## src/rtl/pipeline_ctrl.sv

```systemverilog
// Pipeline enable/flush controller: turns hazard-unit and cache events into per-latch
// capture and bubble controls, and keeps the memory-wait watchdog, sticky halt and perf counters.
module pipeline_ctrl #(
    parameter int CNT_W   = 32,
    parameter int TIMEOUT = 255
) (
    input  logic             CLK,
    input  logic             RST,
    input  logic             ihit,
    input  logic             dhit,
    input  logic             EXMEM_dREN,
    input  logic             EXMEM_dWEN,
    input  logic [1:0]       StallLW,
    input  logic             EXMEM_branch,
    input  logic             IFID_jump,
    input  logic             MEMWB_halt,
    output logic             PC_en,
    output logic             IFID_en,
    output logic             IDEX_en,
    output logic             EXMEM_en,
    output logic             MEMWB_en,
    output logic             IFID_flush,
    output logic             IDEX_flush,
    output logic             EXMEM_flush,
    output logic             MEMWB_flush,
    output logic             halt,
    output logic [1:0]       state,
    output logic             mem_timeout,
    output logic [CNT_W-1:0] stall_cnt,
    output logic [CNT_W-1:0] flush_cnt
);
    typedef enum logic [1:0] {
        RUN    = 2'd0,
        DWAIT  = 2'd1,
        HALTED = 2'd2
    } ctrlState_t;

    localparam int WAIT_W = 16;
    localparam logic [WAIT_W-1:0] TIMEOUT_C  = WAIT_W'(TIMEOUT);
    localparam logic [WAIT_W-1:0] TIMEOUT_M1 = WAIT_W'(TIMEOUT - 1);

    ctrlState_t        state_r;
    ctrlState_t        stateNext_s;
    logic              memWait_s;
    logic              pcEn_s, ifidEn_s, idexEn_s, exmemEn_s, memwbEn_s;
    logic              ifidFlush_s, idexFlush_s, exmemFlush_s, memwbFlush_s;
    logic              stallInc_s, flushInc_s;
    logic              halt_r, memTimeout_r;
    logic [WAIT_W-1:0] waitCnt_r;
    logic [CNT_W-1:0]  stallCnt_r, flushCnt_r;

    assign memWait_s = (EXMEM_dREN | EXMEM_dWEN) & ~dhit;

    // Priority decode of this cycle's pipeline action and next controller state.
    always_comb begin
        pcEn_s       = 1'b0;
        ifidEn_s     = 1'b0;
        idexEn_s     = 1'b0;
        exmemEn_s    = 1'b0;
        memwbEn_s    = 1'b0;
        ifidFlush_s  = 1'b0;
        idexFlush_s  = 1'b0;
        exmemFlush_s = 1'b0;
        memwbFlush_s = 1'b0;
        stallInc_s   = 1'b0;
        flushInc_s   = 1'b0;
        stateNext_s  = state_r;
        if (RST) begin
            stateNext_s = RUN;
        end else begin
            case (state_r)
                RUN, DWAIT: begin
                    if (MEMWB_halt) begin
                        stateNext_s = HALTED;
                    end else if (memWait_s) begin
                        // Freeze everything upstream; MEM/WB drains into a bubble.
                        memwbEn_s    = 1'b1;
                        memwbFlush_s = 1'b1;
                        stallInc_s   = 1'b1;
                        stateNext_s  = DWAIT;
                    end else begin
                        stateNext_s = RUN;
                        if (EXMEM_branch) begin
                            pcEn_s       = 1'b1;
                            ifidEn_s     = 1'b1;
                            idexEn_s     = 1'b1;
                            exmemEn_s    = 1'b1;
                            memwbEn_s    = 1'b1;
                            ifidFlush_s  = 1'b1;
                            idexFlush_s  = 1'b1;
                            exmemFlush_s = 1'b1;
                            flushInc_s   = 1'b1;
                        end else if (StallLW != 2'b00) begin
                            idexEn_s    = 1'b1;
                            exmemEn_s   = 1'b1;
                            memwbEn_s   = 1'b1;
                            idexFlush_s = 1'b1;
                            stallInc_s  = 1'b1;
                        end else if (IFID_jump) begin
                            pcEn_s      = 1'b1;
                            ifidEn_s    = 1'b1;
                            idexEn_s    = 1'b1;
                            exmemEn_s   = 1'b1;
                            memwbEn_s   = 1'b1;
                            ifidFlush_s = 1'b1;
                            flushInc_s  = 1'b1;
                        end else if (!ihit) begin
                            ifidEn_s    = 1'b1;
                            idexEn_s    = 1'b1;
                            exmemEn_s   = 1'b1;
                            memwbEn_s   = 1'b1;
                            ifidFlush_s = 1'b1;
                            stallInc_s  = 1'b1;
                        end else begin
                            pcEn_s    = 1'b1;
                            ifidEn_s  = 1'b1;
                            idexEn_s  = 1'b1;
                            exmemEn_s = 1'b1;
                            memwbEn_s = 1'b1;
                        end
                    end
                end
                HALTED: begin
                    stateNext_s = HALTED;
                end
                default: begin
                    stateNext_s = RUN;
                end
            endcase
        end
    end

    // Controller state, sticky flags, watchdog and performance counters.
    always_ff @(posedge CLK) begin
        if (RST) begin
            state_r      <= RUN;
            halt_r       <= 1'b0;
            memTimeout_r <= 1'b0;
            waitCnt_r    <= '0;
            stallCnt_r   <= '0;
            flushCnt_r   <= '0;
        end else begin
            state_r <= stateNext_s;
            halt_r  <= (stateNext_s == HALTED);
            if (stallInc_s) begin
                stallCnt_r <= stallCnt_r + CNT_W'(1);
            end
            if (flushInc_s) begin
                flushCnt_r <= flushCnt_r + CNT_W'(1);
            end
            // Only wait cycles spent already inside DWAIT count toward the watchdog.
            if ((state_r == DWAIT) && (stateNext_s == DWAIT)) begin
                if (waitCnt_r >= TIMEOUT_M1) begin
                    waitCnt_r    <= TIMEOUT_C;
                    memTimeout_r <= 1'b1;
                end else begin
                    waitCnt_r <= waitCnt_r + WAIT_W'(1);
                end
            end else begin
                waitCnt_r <= '0;
            end
        end
    end

    assign PC_en       = pcEn_s;
    assign IFID_en     = ifidEn_s;
    assign IDEX_en     = idexEn_s;
    assign EXMEM_en    = exmemEn_s;
    assign MEMWB_en    = memwbEn_s;
    assign IFID_flush  = ifidFlush_s;
    assign IDEX_flush  = idexFlush_s;
    assign EXMEM_flush = exmemFlush_s;
    assign MEMWB_flush = memwbFlush_s;
    assign halt        = halt_r;
    assign state       = state_r;
    assign mem_timeout = memTimeout_r;
    assign stall_cnt   = stallCnt_r;
    assign flush_cnt   = flushCnt_r;
endmodule

```

## config.mk

```make
export PLATFORM = sky130hd
export DESIGN_NAME = pipeline_ctrl
export DESIGN_NICKNAME = d
export VERILOG_FILES = /design/src/rtl/pipeline_ctrl.sv
export SDC_FILE = /design/constraint.sdc
export NUM_CORES = 1
export LEC_CHECK = 0
export BUFFER_PORTS_ARGS = -buffer_cell sky130_fd_sc_hd__buf_2
export CORE_MARGIN = 3
export CORE_UTILIZATION = 30
export CTS_CLUSTER_SIZE = 12
export DETAILED_ROUTE_END_ITERATION = 8
export SETUP_SLACK_MARGIN = 0.05
export SLEW_MARGIN = 30
export SYNTH_ARGS = -nofsm -noshare
export SYNTH_HDL_FRONTEND = slang
export SYNTH_SLANG_ARGS = --single-unit
```

## constraint.sdc

```tcl
create_clock -name CLK -period 2.6 [get_ports CLK]
set_input_delay 0.26 -clock CLK [delete_from_list [all_inputs] [get_ports CLK]]
set_output_delay 0.26 -clock CLK [all_outputs]
set_load 0.01 [all_outputs]
```

==> out/results.ini, run 1 <==
[yosys]
ys_seq_elements = 84
synth-compound-area-share_pct = 14.2
yosysTopAreaCell = dfxtp_1
synthSimpleGateAreaFrac_pct = 25.0
ys_types = 53
synthTopCellsByArea = dfxtp_1 (42%), xnor2_1 (11%), nor2_1 (6.0%)
synth_xor_area_share_pct = 12.3
synth_area_um2 = 3970
postSynthAreaPerCell_um2 = 8.69
seq_area_frac_synth_pct = 42.3
synth_top_family_by_area = simple AND/OR/NAND/NOR gates
netlist_instances = 457
synth-edff-count = 0
synthFlopType = dfxtp_1
synthAdderAreaFrac_pct = 1.26
yosys.area.top_type_share_pct = 42.3
async_reset_ff_share_pct = 0
yosys_warnings = 0
muxShareOfSynthArea_pct = 0.535

[critical_path]
crit_path_max_fanout = 11
critPathSlowestCell = a2111oi_2
critPathLaunch = state[1]
reg2reg_from = state[1]
endpoint_kind = register
critical_path.cell_chain = or4_1, a21o_1, a2111oi_2, a31oi_1, o21ba_2
required_ns = 2.84
worstSetupStartpointType = register
critPathKind = reg2reg
slowest_delay_ns = 0.57
cp_data_arrival_time_ns = 2.49

[clocking]
clockBufferDepth = 2
holdBufCountCts = 0
cts_tree = done
insertion_delay_ns = 0.34
cts.sinks = 84
post-cts-setup-buffers = 0
clockRootBuffer = clkbuf_16
path_clk_slew_ns = 0.07
cts.repair.resized = 0
cts_max_level = 3
cts_buffers = 9

[worst_hold_path]
min_path_type = in2reg
hp-start = MEMWB_halt

[floorplan]
placeableCoreArea_um2 = 12800
ios = 88
rows = 41
dieHeight_um = 121
dieWidth_um = 121
die_area_um2 = 14700
start_util_pct = 31.1

[sta]
tightest_slew_ns = 0.934
finalMaxSlewViolations = 0
clock.fmax_mhz = 445
fin_ws_ns = 0.351
final_hold_viol_count = 0
finalSetupViolCount = 0
timing.slew.headroom_pct = 37.5
tns_ns = 0
rsz0062_at_grt = no
final_min_period_over_clock_period_pct = 86.5
period_minus_slack_ns = 2.25
finalClockSkew_ns = 0.00609
hold_slack_ns = 0.267

[placed_design]
pre_cts_ws_ns = 0.322
dp_hpwl_um = 7830
port_buffers = 87
place_area_um2 = 4600
gp_congestion = 0.814
dp_cells = 708

[finish]
nets = 562
drive_gt1_share_pct = 22.8
stdcell_area_um2 = 4930
area_delta_synth_final_pct = 24.1
fin_cells = 724
antenna_cells = 0

[routing]
drc = 0
totalWireLength_um = 10500
ant_nets = 0
num_vias = 3611
wl_per_cell_um = 14.5
drt_iter0_markers = 197
firstDrtPassIters = 5
viasPerCell = 4.99

[global_route]
first_global_vias = 3397
grt_pass1_wl_um = 17000
antenna_found_initial = 0
grt-ovfl-total = 0
grt_max_degree = 37
track_usage_pct = 14.5

[status]
status = finished, final reports clean

[pwr]
leakagePower_nw = 1.86
power_density_nw_per_um2 = 571
ir_worst_vdd_mv = 0.253

[flow_run]
maxCapViolCount = 0

[path summary, 6_finish.rpt]
| check | cells past startpoint | to | slack, ns |
|---|---|---|---|
| worst min-delay path | 3 | halt | 0.27 |
| worst min register to register | 1 | halt | 0.50 |
| worst max-delay path | 5 | stall_cnt[29] | 0.35 |
| worst max register to register | 5 | stall_cnt[29] | 0.35 |
[final cells by class]
type,instances,area (um2)
multi-input combinational,338,2150
clock inverter,7,104
tap,172,215
inverter,21,78.8
fill,1300,7840
timing repair buffer,93,480
clock buffer,9,225
sequential,84,1680
[layout by cell type, fill, tap and decap left out, types with 6 or more instances in the layout]
cell type,n
clkbuf_16,9
xnor2_1,48
or3_1,6
nor4_1,9
and4_1,8
nor3_1,11
buf_2,87
xor2_1,8
nand2_1,30
a21oi_1,25
nand3_1,21
nand4_1,18
inv_1,20
o21ai_0,8
a211oi_1,12
conb_1,7
nor2_1,63
buf_4,6
dfxtp_1,84
[cells in the mapped netlist (3+ instances only)]
master     count
or4_1          5
and4_1         8
clkbuf_1      15
o21ba_2        3
nor2b_1        4
nand3_1       21
nor3_1        11
xor2_1         8
inv_1         20
a2111oi_0      4
nand4_1       18
and2_1         4
a2111o_1       3
a211oi_1      12
nor4_1         9
o21ai_0        8
ha_1           4
or3_1          6
a21oi_1       25
nand2_1       30
a2111oi_1      4
or2_2          5
nor2_1        63
dfxtp_1       84
xnor2_1       48
[stage by stage]
step | utilization (%) | power, mW
after floorplan | - | 1.39
after global placement | 36.0 | 1.43
final | 38.6 | 2.81
after detailed placement | 36.0 | 1.43
after CTS | 38.6 | 2.85
after global routing | 38.6 | 2.92
[kinds of logic (layout without fill, tap and decap cells)]
group / after synthesis / count (layout)
AO/OA/AOI/OAI: 76 / 76
XOR/XNOR: 56 / 56
adder cells (fa/ha/maj): 4 / 4
buffers and inverters: 41 / 130
flip-flops: 84 / 84
multiplexers: 2 / 2
other: 1 / 7
AND/OR/NAND/NOR: 193 / 193
[state kept, by name, summed over array words and instances (netlist names)]
signal / cells
flush_cnt: 32
stall_cnt: 32
halt: 1
mem_timeout: 1
state: 2
waitCnt_r: 16
[power breakdown]
group	internal, mW	switching (mW)	leakage [nW]
combinational	0.0299	0.0707	1.02
clock	0.857	0.553	0.161
sequential	1.30	0.00681	0.680
[metal layers]
layer	part of all wire, %	GRT usage, %	up-vias
li1	-	-	1791
met1	47	19.7	1713
met2	44	21.3	93
met3	6.9	4.15	14
met4	2.1	6.44	0
met5	0	0	-
[worst max-delay path, delay by kind of cell, from the launching register on]
kind             cells  cell delay [ns]
flip-flops           1             0.35
AO/OA/AOI/OAI        4             1.25
AND/OR/NAND/NOR      1             0.53
(Power assumes the default switching activity.)
==> inputs of run 2 (changes only) <==
--- a/config.mk
+++ b/config.mk
@@ -10,6 +10,8 @@
 export CORE_UTILIZATION = 30
 export CTS_CLUSTER_SIZE = 12
 export DETAILED_ROUTE_END_ITERATION = 8
+export GPL_TIMING_DRIVEN = 0
+export PLACE_DENSITY = 0.48
 export SETUP_SLACK_MARGIN = 0.05
 export SLEW_MARGIN = 30
 export SYNTH_ARGS = -nofsm -noshare
==> constraint.sdc (replaced) <==
create_clock -name CLK -period 2.05 [get_ports CLK]
set_input_delay 0.205 -clock CLK [delete_from_list [all_inputs] [get_ports CLK]]
set_output_delay 0.205 -clock CLK [all_outputs]
set_load 0.01 [all_outputs]
==> out/results.ini, run 2 (synthesized netlist as in run 1, its figures left out) <==
[sta]
period_minus_slack_ns = 2.00
final_min_period_over_clock_period_pct = 97.8
final_hold_viol_count = 0
clock.fmax_mhz = 499
finalClockSkew_ns = 0.00742
finalSetupViolCount = 0
tightest_slew_ns = 0.730
fin_ws_ns = 0.0453
rsz0062_at_grt = yes
finalMaxSlewViolations = 0
hold_slack_ns = 0.212
timing.slew.headroom_pct = 51.3

[critical_path]
critical_path.cell_chain = or4_4, a21o_1, buf_6, a211o_1, or3b_1, a21oi_1
critPathKind = reg2reg
slowest_delay_ns = 0.51
cp_data_arrival_time_ns = 2.28
endpoint_kind = register
critPathSlowestCell = or4_4
worstSetupStartpointType = register
required_ns = 2.33
cp_num_buf_inv = 1
crit_path_max_fanout = 5
crit_family = simple AND/OR/NAND/NOR gates

[pwr]
power_density_nw_per_um2 = 681
p_clk_share_pct = 50.9
switching_share_pct = 21.8
combPwrFrac_pct = 4.4
p_seq_share_pct = 44.7
leakagePower_nw = 2.02
power.switching_mw = 0.805
power_mw = 3.69
p_int_mw = 2.89
ir_worst_vdd_mv = 0.372

[finish]
layout_commonest_cell = buf_2
layout_common_cells = buf_2 (86), dfxtp_1 (71), nor2_1 (63), xnor2_1 (47), nand2_1 (28)
area_delta_synth_final_pct = 36.4
nets = 587
drive_gt1_share_pct = 32.9

[routing]
viasPerCell = 4.93
totalWireLength_um = 11500
wl_met1_um = 5370
wl_met3_um = 532
wl_per_cell_um = 15.4
drc = 0
highest_layer = met4
drt_iter0_markers = 164
firstDrtPassIters = 4
ant_nets = 0
wl_met2_um = 5340
num_vias = 3695

[global_route]
grt-ovfl-total = 0
track_usage_pct = 15.7
grt_pass1_wl_um = 18100
first_global_vias = 3453
antenna_found_initial = 0
grt_max_degree = 15

[floorplan]
dieHeight_um = 121
dieWidth_um = 121
ios = 88
rows = 41
start_util_pct = 31.1
placeableCoreArea_um2 = 12800
die_area_um2 = 14700

[clocking]
clockRootBuffer = clkbuf_16
path_clk_slew_ns = 0.07
cts_max_level = 3
insertion_delay_ns = 0.35
cts.sinks = 84
cts_tree = done
clockBufferDepth = 2
cts_buffers = 9
holdBufCountCts = 0

[worst_hold_path]
min_path_type = in2reg

[placed_design]
pre_cts_ws_ns = -0.309
dp_hpwl_um = 8300
gp_congestion = 0.809
port_buffers = 86

[flow_run]
maxCapViolCount = 0

[status]
status = finished, final reports clean

==> run 2: area by class of cell <==
| cell class | count | area (um2) |
|---|---|---|
| Antenna cell | 1 | 2.50 |
| Tap cell | 172 | 215 |
| Multi-Input combinational cell | 338 | 2430 |
| Buffer | 18 | 106 |
| Timing Repair Buffer | 100 | 539 |
| Fill cell | 1304 | 7350 |
| Clock inverter | 6 | 113 |
| Clock buffer | 10 | 229 |
| Sequential cell | 84 | 1710 |
| Inverter | 21 | 83.8 |
==> run 2: tightest hold or removal path: cells and delay by family <==
family,cells,cell delay [ns]
AO/OA/AOI/OAI,1,0.05
buffers and inverters,1,0.12
AND/OR/NAND/NOR,1,0.13
==> run 2: power groups by stage <==
stage	clock network (mW)	registers [mW]	logic (mW)
final	1.88	1.65	0.161
after global placement	0	1.69	0.137
after CTS	1.91	1.65	0.153
after detailed placement	0	1.69	0.138
after floorplan	0	1.69	0.0755
after global routing	1.99	1.65	0.177
==> run 2: final timing paths <==
check	startpoint	endpoint	slack, ns	cells past startpoint
hold reg to reg	state[0]	state[1]	0.49	1
setup reg to reg	state[1]	stall_cnt[31]	0.05	6
hold / removal	MEMWB_halt	state[1]	0.21	3
setup / recovery	state[1]	stall_cnt[31]	0.05	6
==> run 2: timing repair <==
item                       CTS  global route
buffers inserted             9             5
resized for setup           37            51
pin swaps                   10            10
setup endpoints to repair   54            38
==> run 2: per-stage QoR <==
step                      utilization (%)  area, um2  cells  setup TNS (ns)
after floorplan                         -       4000    463               0
after global placement               36.3       4640    721           -4.78
after detailed placement             36.3       4640    721           -5.17
after CTS                            40.7       5190    744         -0.0198
after global routing                 42.4       5420    749         -0.0976
final                                42.4       5420    750               0
==> run 2: metal layers <==
layer	vias up	track usage, %
met5	-	0
met4	0	7.15
met3	18	3.17
met2	74	24.5
met1	1759	21.0
li1	1844	-
